**config.mk**
```make
export PLATFORM = sky130hd
export DESIGN_NAME = pipereg_hs
export DESIGN_NICKNAME = d
export VERILOG_FILES = /design/src/rtl/pipereg_hs.sv
export SDC_FILE = /design/constraint.sdc
export NUM_CORES = 1
export LEC_CHECK = 0
export CORE_ASPECT_RATIO = 1.75
export CORE_MARGIN = 2
export CORE_UTILIZATION = 49
export CTS_CLUSTER_DIAMETER = 60
export DETAILED_ROUTE_END_ITERATION = 16
export PLACE_DENSITY = 0.8
export SLEW_MARGIN = 10
export SYNTH_ARGS = -nofsm -noshare
export SYNTH_HDL_FRONTEND = slang
export SYNTH_SLANG_ARGS = --single-unit
```
**constraint.sdc**
```tcl
create_clock -name clk -period 6.6 [get_ports clk]
set_input_delay 0.99 -clock clk [delete_from_list [all_inputs] [get_ports clk]]
set_output_delay 0.99 -clock clk [all_outputs]
set_load 0.005 [all_outputs]
```
**src/rtl/pipereg_hs.sv**
```systemverilog
// Valid/ready pipeline register with stall, flush and drop accounting.
// Define PIPEREG_SKID_EN for a two-entry skid buffer; the default build holds a single entry.
module pipereg_hs #(
   parameter int               WIDTH  = 64,
   parameter logic [WIDTH-1:0] BUBBLE = '0,
   parameter int               CNT_W  = 16
) (
   input  logic             clk,
   input  logic             reset,
   input  logic             flush,
   input  logic             stall,
   input  logic             in_valid,
   output logic             in_ready,
   input  logic [WIDTH-1:0] in_data,
   output logic             out_valid,
   input  logic             out_ready,
   output logic [WIDTH-1:0] out_data,
   output logic [1:0]       occupancy,
   output logic [CNT_W-1:0] drop_cnt
);

   // State encoding equals the number of held entries.
   typedef enum logic [1:0] {
      S_EMPTY = 2'd0,
      S_ONE   = 2'd1,
      S_TWO   = 2'd2
   } state_t;

   state_t           state_r;
   logic [WIDTH-1:0] head_r;
   logic [WIDTH-1:0] skid_r;
   logic [CNT_W-1:0] drop_cnt_r;

   logic in_ready_s;
   logic out_valid_s;
   logic in_fire_s;
   logic out_fire_s;

   function automatic logic [CNT_W-1:0] sat_add(input logic [CNT_W-1:0] a, input logic [1:0] b);
      logic [CNT_W:0] sum;
      sum = {1'b0, a} + {{(CNT_W-1){1'b0}}, b};
      if (sum[CNT_W]) begin
         return {CNT_W{1'b1}};
      end else begin
         return sum[CNT_W-1:0];
      end
   endfunction

   // Handshake qualifiers: the skid build decides in_ready from registered state only.
   always_comb begin
      in_ready_s  = 1'b0;
      out_valid_s = 1'b0;
`ifdef PIPEREG_SKID_EN
      in_ready_s  = (state_r != S_TWO) & ~stall;
`else
      in_ready_s  = ~stall & ((state_r == S_EMPTY) | out_ready);
`endif
      out_valid_s = (state_r != S_EMPTY) & ~stall;
      in_fire_s   = in_valid & in_ready_s;
      out_fire_s  = out_valid_s & out_ready;
   end

   // Occupancy FSM with head/skid payload and drop counter; flush outranks stall.
   always_ff @(posedge clk or posedge reset) begin
      if (reset) begin
         state_r    <= S_EMPTY;
         head_r     <= BUBBLE;
         skid_r     <= BUBBLE;
         drop_cnt_r <= {CNT_W{1'b0}};
      end else if (flush) begin
         state_r    <= S_EMPTY;
         head_r     <= BUBBLE;
         skid_r     <= BUBBLE;
         drop_cnt_r <= sat_add(drop_cnt_r, state_r);
      end else if (stall) begin
         state_r    <= state_r;
         head_r     <= head_r;
         skid_r     <= skid_r;
         drop_cnt_r <= drop_cnt_r;
      end else begin
         case (state_r)
            S_EMPTY: begin
               if (in_fire_s) begin
                  head_r  <= in_data;
                  state_r <= S_ONE;
               end else begin
                  state_r <= S_EMPTY;
               end
            end
            S_ONE: begin
               case ({in_fire_s, out_fire_s})
                  2'b11: begin
                     head_r  <= in_data;
                     state_r <= S_ONE;
                  end
                  2'b01: begin
                     head_r  <= BUBBLE;
                     state_r <= S_EMPTY;
                  end
                  2'b10: begin
                     skid_r  <= in_data;
                     state_r <= S_TWO;
                  end
                  default: begin
                     state_r <= S_ONE;
                  end
               endcase
            end
            S_TWO: begin
               // Full skid: in_ready is low here, so only a drain can happen.
               if (out_fire_s) begin
                  head_r  <= skid_r;
                  skid_r  <= BUBBLE;
                  state_r <= S_ONE;
               end else begin
                  state_r <= S_TWO;
               end
            end
            default: begin
               state_r <= S_EMPTY;
               head_r  <= BUBBLE;
               skid_r  <= BUBBLE;
            end
         endcase
      end
   end

   assign in_ready  = in_ready_s;
   assign out_valid = out_valid_s;
   assign out_data  = head_r;
   assign occupancy = state_r;
   assign drop_cnt  = drop_cnt_r;

endmodule

```
==> out/results.md, run 1 <==
• non-filler instance count after layout: 801
• leading cell types in the layout, fill and taps excluded: clkdlybuf4s50_1 (153), dfrtp_1 (146), a22o_1 (64), a22oi_1 (64), o2bb2ai_1 (64)
• Die X-Extent: 88.6 um
• cts hold-fix bufs: 0
• number of cells on the worst hold path: 1
• power per cell area: 263 mW/mm^2
• Min-Delay Startpoint: out_data[20]$_DFFE_PP0P_
• setup clock skew after layout: 0.00631 ns
• vias in the first global route: 5375
• total die area: 0.0135 sq mm
• IO Count: 154
• area fraction of the dominant cell type after synthesis: 59.5%
• CTS root buf: clkbuf_16
• drt first-iter violations: 353
• Max stage delay cell, worst path: a21oi_4
• data arrival time of the critical path: 4.03 ns
• unrepaired setup endpoints after global routing: no
• CP startpoint kind: input pin
• net count reported at finish: 699
• vias per inst: 6.25
• Antenna Violating Nets Remaining: 0
• cell type contributing the most total cell area after synthesis: dfrtp_1
• count of instances resized after the clock tree is built: 0
• post-placement cell count: 771
• dominant combinational cell family by area after synthesis: compound AO/OA/AOI/OAI gates
• fillcell total: 944
• post-synthesis simple-gate area fraction: 5.89%
• list of cells traversed by the critical path: clkdlybuf4s50_1, nor2_1, nand2_1, inv_1, ha_1, nor3b_1, o21ai_1, a21oi_4, buf_4, o2bb2ai_1
• via total after detailed routing: 5008
• Total Neg Setup Slack: 0 ns
• floorplan row count: 54
• Post-CTS Setup Bufs: 0
• post-synthesis instance area: 0.00614 sq mm
• number of flip-flops and latches in the synthesized netlist: 146
• routability-driven placement congestion ratio: 0.853
• fraction of synthesized area in multiplexers: 0.530%
• global-route usage over all layers: 26.4%
• Pleak: 3.76 nW
• setup-violating endpoint count in the final report: 0
• largest net degree at the start of global routing: 86
• number of buffers added by the clock tree synthesis step: 17
• final cycle utilization of the critical path: 56.2%
• nature of the critical path endpoint: register
• xor/xnor cell area share of the yosys netlist: 0.856%
• number of antenna violations at the first check in global routing: 1
• area share of fa/ha/maj cells after synthesis: 1.55%
• Worst path max stage delay: 0.74 ns
• Worst Slack Setup Final: 2.89 ns
• HPWL after DPL: 10.7 mm
• endpoints failing hold: 0
• setup slack at placement: 2.51 ns
• most common library cell in the layout ignoring fill and taps: clkdlybuf4s50_1
• height of the chip: 152 um
• count of H-tree levels built during CTS: 4
• Synth warnings: 0
• max-cap violation count: 0
• Initial Util: 49.7%
• Mean Syn Cell Area: 12.7 sq um
• worst min path class: register to register
• Pins Over Slew Limit: 0
• P&R area growth vs syn: 36.2%
• wire length per cell after detailed routing: 21.5 um
• VDD IR max: 0.000171 V
• fraction of layout cells with a size suffix above 1: 7.28%
• worst reg-to-reg path cell count: 10
• Mapped Nets: 562
• final worst path period need: 3.71 ns
• maximum clock frequency: 0.270 GHz
• count of mapped cells out of synthesis: 485
• Worst Max-Slew Pin Slew: 0.887 ns
• Relative slew margins: 40.8%
• clock sink count: 146
• TritonCTS clock tree: built
• result of the run: finished, final reports clean
• count of TritonRoute iterations in the first routing pass: 5
• maximum count of clock buffers along a single path: 2
• Buffers on Ports: 153
• synthesized-area fraction occupied by ao, oa, aoi and oai cells: 28.2%
• Seq/Total Area, Yosys: 59.5%
• Worst Path Required: 6.93 ns
• critical path class: input pin to register
• Cell Area, Placed: 0.00779 sq mm
• CP Launch Point: stall
• global route overflow: 0
• Worst R2R Start: occupancy[0]$_DFFE_PP0N_
• clk slew on worst S/H paths: 0.06 ns
• total wire length: 17.2 mm
• clock insertion delay at the later pin of the skew report: 0.41 ns
• first-pass GRT wire length: 27.7 mm
• core area: 0.0124 sq mm
• detailed-route DRC error count: 0
• top area cells in the synthesized netlist: dfrtp_1 (59%), a22o_1 (9.1%), o2bb2ai_1 (9.1%), a22oi_1 (7.8%), buf_2 (1.8%)
• total non-filler cell area in the finished layout: 0.00836 sq mm
• maximum net fanout on the critical path: 34
• number of different library cells in the post-synthesis netlist: 39
• core utilization of the finished layout: 67.6%
==> path summary, 6_finish.rpt <==
kind	to	slack, ns
worst max-delay path	out_data[27]$_DFFE_PP0P_	2.89
worst min-delay path	out_data[20]$_DFFE_PP0P_	0.49
worst max register to register	out_data[27]$_DFFE_PP0P_	3.23
worst min register to register	out_data[20]$_DFFE_PP0P_	0.49
max in group asynchronous	drop_cnt[11]$_DFFE_PP0P_	4.25
min in group asynchronous	out_data[16]$_DFFE_PP0P_	1.11
==> through the flow <==
stage,hold slack [ns],power (mW)
after CTS,0.491,2.21
after global routing,0.497,2.28
final,0.489,2.20
after global placement,0.470,1.26
after floorplan,0.473,1.10
after detailed placement,0.475,1.27
==> cells in the mapped netlist (all sizes together) <==
cell / count
inv: 7
mux2i: 1
nand2b: 1
a21oi: 9
ha: 6
nor2b: 4
and4: 2
or3: 2
nor3b: 1
nand2: 17
and4b: 2
nor4: 2
nand4: 3
a31oi: 3
nand4b: 1
nor4b: 2
mux2: 2
xnor2: 5
a211o: 1
and2: 1
a22oi: 64
clkbuf: 13
dfrtp: 146
o2bb2ai: 64
nor2: 11
nor3: 2
fa: 1
xor2: 1
o21a: 1
buf: 29
nand3: 8
a22o: 64
o21ai: 9
==> worst max-delay path: cells and delay by family <==
kind | cells | cell delay [ns]
compound gates | 3 | 1.06
fa+ha+maj | 1 | 0.24
buf+inv | 3 | 1.25
simple gates | 3 | 0.47
==> registers in the layout, summed over array words and instances, names as in the netlist <==
name / count
occupancy: 2
drop_cnt: 16
out_data: 64
skid_r: 64
==> layer usage <==
layer / GRT usage [%] / wire length, um
met1: 31.7 / 6470
met2: 41.5 / 8800
met3: 6.74 / 1020
met4: 16.2 / 947
met5: 0 / 0
==> cell type report <==
class	instances	area, sq um	share of cell area, %
multi-input cells	290	2310	27.6
repair buffers	160	1580	18.9
flip-flops and latches	146	3650	43.7
well taps	168	210	2.51
clock inverters	11	141	1.69
diodes	1	2.50	0.0299
inverters	7	31.3	0.374
clock buffers	18	429	5.13
==> where the power goes <==
| part | total (mW) | internal [mW] | switching (mW) | leakage, nW |
|---|---|---|---|---|
| clock network | 0.942 | 0.585 | 0.357 | 0.273 |
| registers | 0.981 | 0.938 | 0.0433 | 2.00 |
| logic | 0.273 | 0.147 | 0.126 | 1.49 |
| total | 2.20 | 1.67 | 0.526 | 3.76 |
==> kinds of logic after synthesis <==
group	count (synthesis)
AND/OR/NAND/NOR	59
adder cells (fa/ha/maj)	7
buffers and inverters	49
AO/OA/AOI/OAI	215
XOR/XNOR	6
flip-flops	146
multiplexers	3
Note: power is estimated with default switching activity, not from simulation.
==> run 2: changes to the inputs <==
--- a/config.mk
+++ b/config.mk
@@ -7,10 +7,10 @@
 export LEC_CHECK = 0
 export CORE_ASPECT_RATIO = 1.75
 export CORE_MARGIN = 2
-export CORE_UTILIZATION = 49
+export CORE_UTILIZATION = 44
 export CTS_CLUSTER_DIAMETER = 60
 export DETAILED_ROUTE_END_ITERATION = 16
-export PLACE_DENSITY = 0.8
+export PLACE_DENSITY = 0.76
 export SLEW_MARGIN = 10
 export SYNTH_ARGS = -nofsm -noshare
 export SYNTH_HDL_FRONTEND = slang
==> constraint.sdc (replaced) <==
create_clock -name clk -period 3.2 [get_ports clk]
set_input_delay 0.48 -clock clk [delete_from_list [all_inputs] [get_ports clk]]
set_output_delay 0.48 -clock clk [all_outputs]
set_load 0.005 [all_outputs]
==> out/results.md, run 2 (same netlist as run 1, synthesis figures left out) <==
• Worst Slack Setup Final: 0.553 ns, -2.34 ns
• Flop pwr share: 45.2%, +0.5 points
• power per cell area: 525 mW/mm^2, +100%
• worst-case hold path end point: out_data[17]$_DFFE_PP0P_
• clock sink count: 146, unchanged
• unrepaired setup endpoints after global routing: no
• global route overflow: 0, unchanged
• Die X-Extent: 93.3 um, +5.3%
• worst reg-to-reg path cell count: 8, -2
• cell internal pwr: 3.27 mW, +96%
• setup-violating endpoint count in the final report: 0, unchanged
• final worst path period need: 2.65 ns
• routability-driven placement congestion ratio: 0.865, +1.3%
• list of cells traversed by the critical path: clkdlybuf4s50_1, buf_4, nor2_1, nand2_1, ha_1, o21ai_0, a21oi_1, nor2_4, buf_12, a22o_1
• Relative slew margins: 44.4%, +3.7 points
• IO Count: 154, unchanged
• final cycle utilization of the critical path: 82.7%
• floorplan row count: 57, +5.6%
• Min-Delay Startpoint: out_data[17]$_DFFE_PP0P_
• power share of the combinational group: 13.1%, +0.7 points
• data arrival time of the critical path: 2.99 ns, -1.04 ns
• setup clock skew after layout: 0.00913 ns, +0.00282 ns
• clk slew on worst S/H paths: 0.07 ns, about the same
• drt first-iter violations: 359, +1.7%
• most common library cell in the layout ignoring fill and taps: clkdlybuf4s50_1
• total wire length: 16.9 mm, -2.2%
• Post-CTS Setup Bufs: 0, unchanged
• Antenna Violating Nets Remaining: 0, unchanged
• CP startpoint kind: input pin
• core area: 0.0138 sq mm, +11%
• Buffers on Ports: 153, unchanged
• result of the run: finished, final reports clean
• Max stage delay cell, worst path: nor2_4
• capturing point of the worst reg2reg path: drop_cnt[11]$_DFFE_PP0P_
• critical path class: input pin to register
• max-cap violation count: 0, unchanged
• number of antenna violations at the first check in global routing: 0, -1
• count of TritonRoute iterations in the first routing pass: 5, unchanged
• fraction of layout cells with a size suffix above 1: 9.01%, +1.7 points
• count of instances resized after the clock tree is built: 0, unchanged
• Crit path max-delay family: simple AND/OR/NAND/NOR gates
• via total after detailed routing: 4929, -1.6%
• switching part of the total: 26.6%, +2.6 points
• cts hold-fix bufs: 0, unchanged
• Pins Over Slew Limit: 0, unchanged
• Switching Power: 1.18 mW, +130%
• largest net degree at the start of global routing: 65, -24%
• CP Launch Point: stall
• clock insertion delay at the later pin of the skew report: 0.41 ns, about the same
• detailed-route DRC error count: 0, unchanged
• net count reported at finish: 708, +1.3%
• endpoints failing hold: 0, unchanged
• HPWL after DPL: 11.0 mm, +2.8%
• Total Neg Setup Slack: 0 ns, unchanged
• Worst path max stage delay: 0.64 ns, -0.10 ns
• height of the chip: 160 um, +5.4%
• clock share of power: 41.6%, -1.3 points
• worst min path class: register to register
• count of H-tree levels built during CTS: 4, unchanged
• leading cell types in the layout, fill and taps excluded: clkdlybuf4s50_1 (153), dfrtp_1 (146), a22o_1 (64), a22oi_1 (64), o2bb2ai_1 (64)
• P&R area growth vs syn: 38.3%
• Initial Util: 44.6%, -5.1 points
• Worst R2R Start: occupancy[0]$_DFFE_PP0N_
• maximum count of clock buffers along a single path: 2, unchanged
• Diodes inserted: 0, -1
• maximum net fanout on the critical path: 33, -2.9%
• total die area: 0.0150 sq mm, +11%
• TritonCTS clock tree: built
• vias per inst: 6.00, -4.0%
• Bufs and invs on worst path: 3, unchanged
• R2R Setup Slk: 0.71 ns, -2.52 ns
• setup slack at placement: 0.127 ns, -2.39 ns
• CTS root buf: clkbuf_16
• first-pass GRT wire length: 27.6 mm, -0.42%
• global-route usage over all layers: 23.3%, -3.0 points
• wire length per cell after detailed routing: 20.5 um, -4.6%
• nature of the critical path endpoint: register
• fillcell total: 1078, +14%
• VDD IR max: 0.000346 V, +100%
• number of cells on the worst hold path: 1, unchanged
• Worst Path Required: 3.54 ns, -3.39 ns
• Pleak: 3.82 nW, +1.5%
• Worst Max-Slew Pin Slew: 0.832 ns, -0.0549 ns
• maximum clock frequency: 0.378 GHz
• number of buffers added by the clock tree synthesis step: 17, unchanged
• vias in the first global route: 5181, -3.6%
==> run 2: changes by cell type in the layout (fill, tap and decap cells not counted) <==
cell | before | now
buf_12 | 0 | 6
inv_6 | 1 | 5
buf_4 | 7 | 10
bufinv_16 | 3 | 0
clkinv_2 | 4 | 1
inv_8 | 0 | 3
clkinvlp_4 | 3 | 5
diode_2 | 1 | 0
==> run 2: power by group through the flow <==
stage	logic, mW	clock network, mW	registers, mW
global route	0.637	1.97	2.03
detailed placement	0.587	0	2.05
CTS	0.590	1.88	2.02
floorplan	0.227	0	2.04
global placement	0.571	0	2.04
finish	0.586	1.85	2.02
==> run 2: layout make-up <==
cell class              instances  area [sq um]  share of cell area, %
flip-flops and latches        146          3650                   43.0
multi-input cells             290          2310                   27.2
repair buffers                169          1730                   20.3
clock buffers                  18           429                   5.05
well taps                     177           221                   2.61
clock inverters                14           121                   1.43
inverters                       7          30.0                  0.354
==> run 2: how the worst max path moves through the flow <==
| stage | endpoint | cells past startpoint | slack, ns |
|---|---|---|---|
| after detailed placement | skid_r[41]$_DFFE_PP0P_ | 10 | 0.13 |
| after global placement | skid_r[27]$_DFFE_PP0P_ | 10 | 0.27 |
| final | skid_r[41]$_DFFE_PP0P_ | 10 | 0.55 |
| after global routing | skid_r[37]$_DFFE_PP0P_ | 10 | 0.37 |
| after floorplan | drop_cnt[0]$_DFFE_PP0P_ | 1 | 0.89 |
| after CTS | skid_r[41]$_DFFE_PP0P_ | 10 | 0.58 |
==> run 2: layer usage <==
layer | vias up | track usage, % | part of all wire [%]
met3 | 34 | 5.80 | 6.5
met5 | - | 0 | 0
met4 | 0 | 9.83 | 3.0
met2 | 223 | 37.7 | 51
li1 | 2179 | - | -
met1 | 2493 | 29.7 | 39
==> run 2: through the flow <==
step / total power [mW] / utilization [%] / std cells / instance area, sq um / hold WS [ns]
after floorplan: 2.27 / - / 485 / 6140 / 0.473
after global placement: 2.62 / 57.7 / 789 / 7940 / 0.471
after detailed placement: 2.63 / 57.7 / 789 / 7940 / 0.474
after CTS: 4.49 / 61.7 / 821 / 8490 / 0.494
after global routing: 4.63 / 61.7 / 821 / 8490 / 0.511
final: 4.45 / 61.7 / 821 / 8490 / 0.485
==> run 2: worst register-to-register path: cells and delay by family, from the launching register on <==
kind	cells	cell delay [ns]
simple gates	3	0.97
fa+ha+maj	2	0.71
flops	1	0.35
buf+inv	2	0.27
compound gates	1	0.14
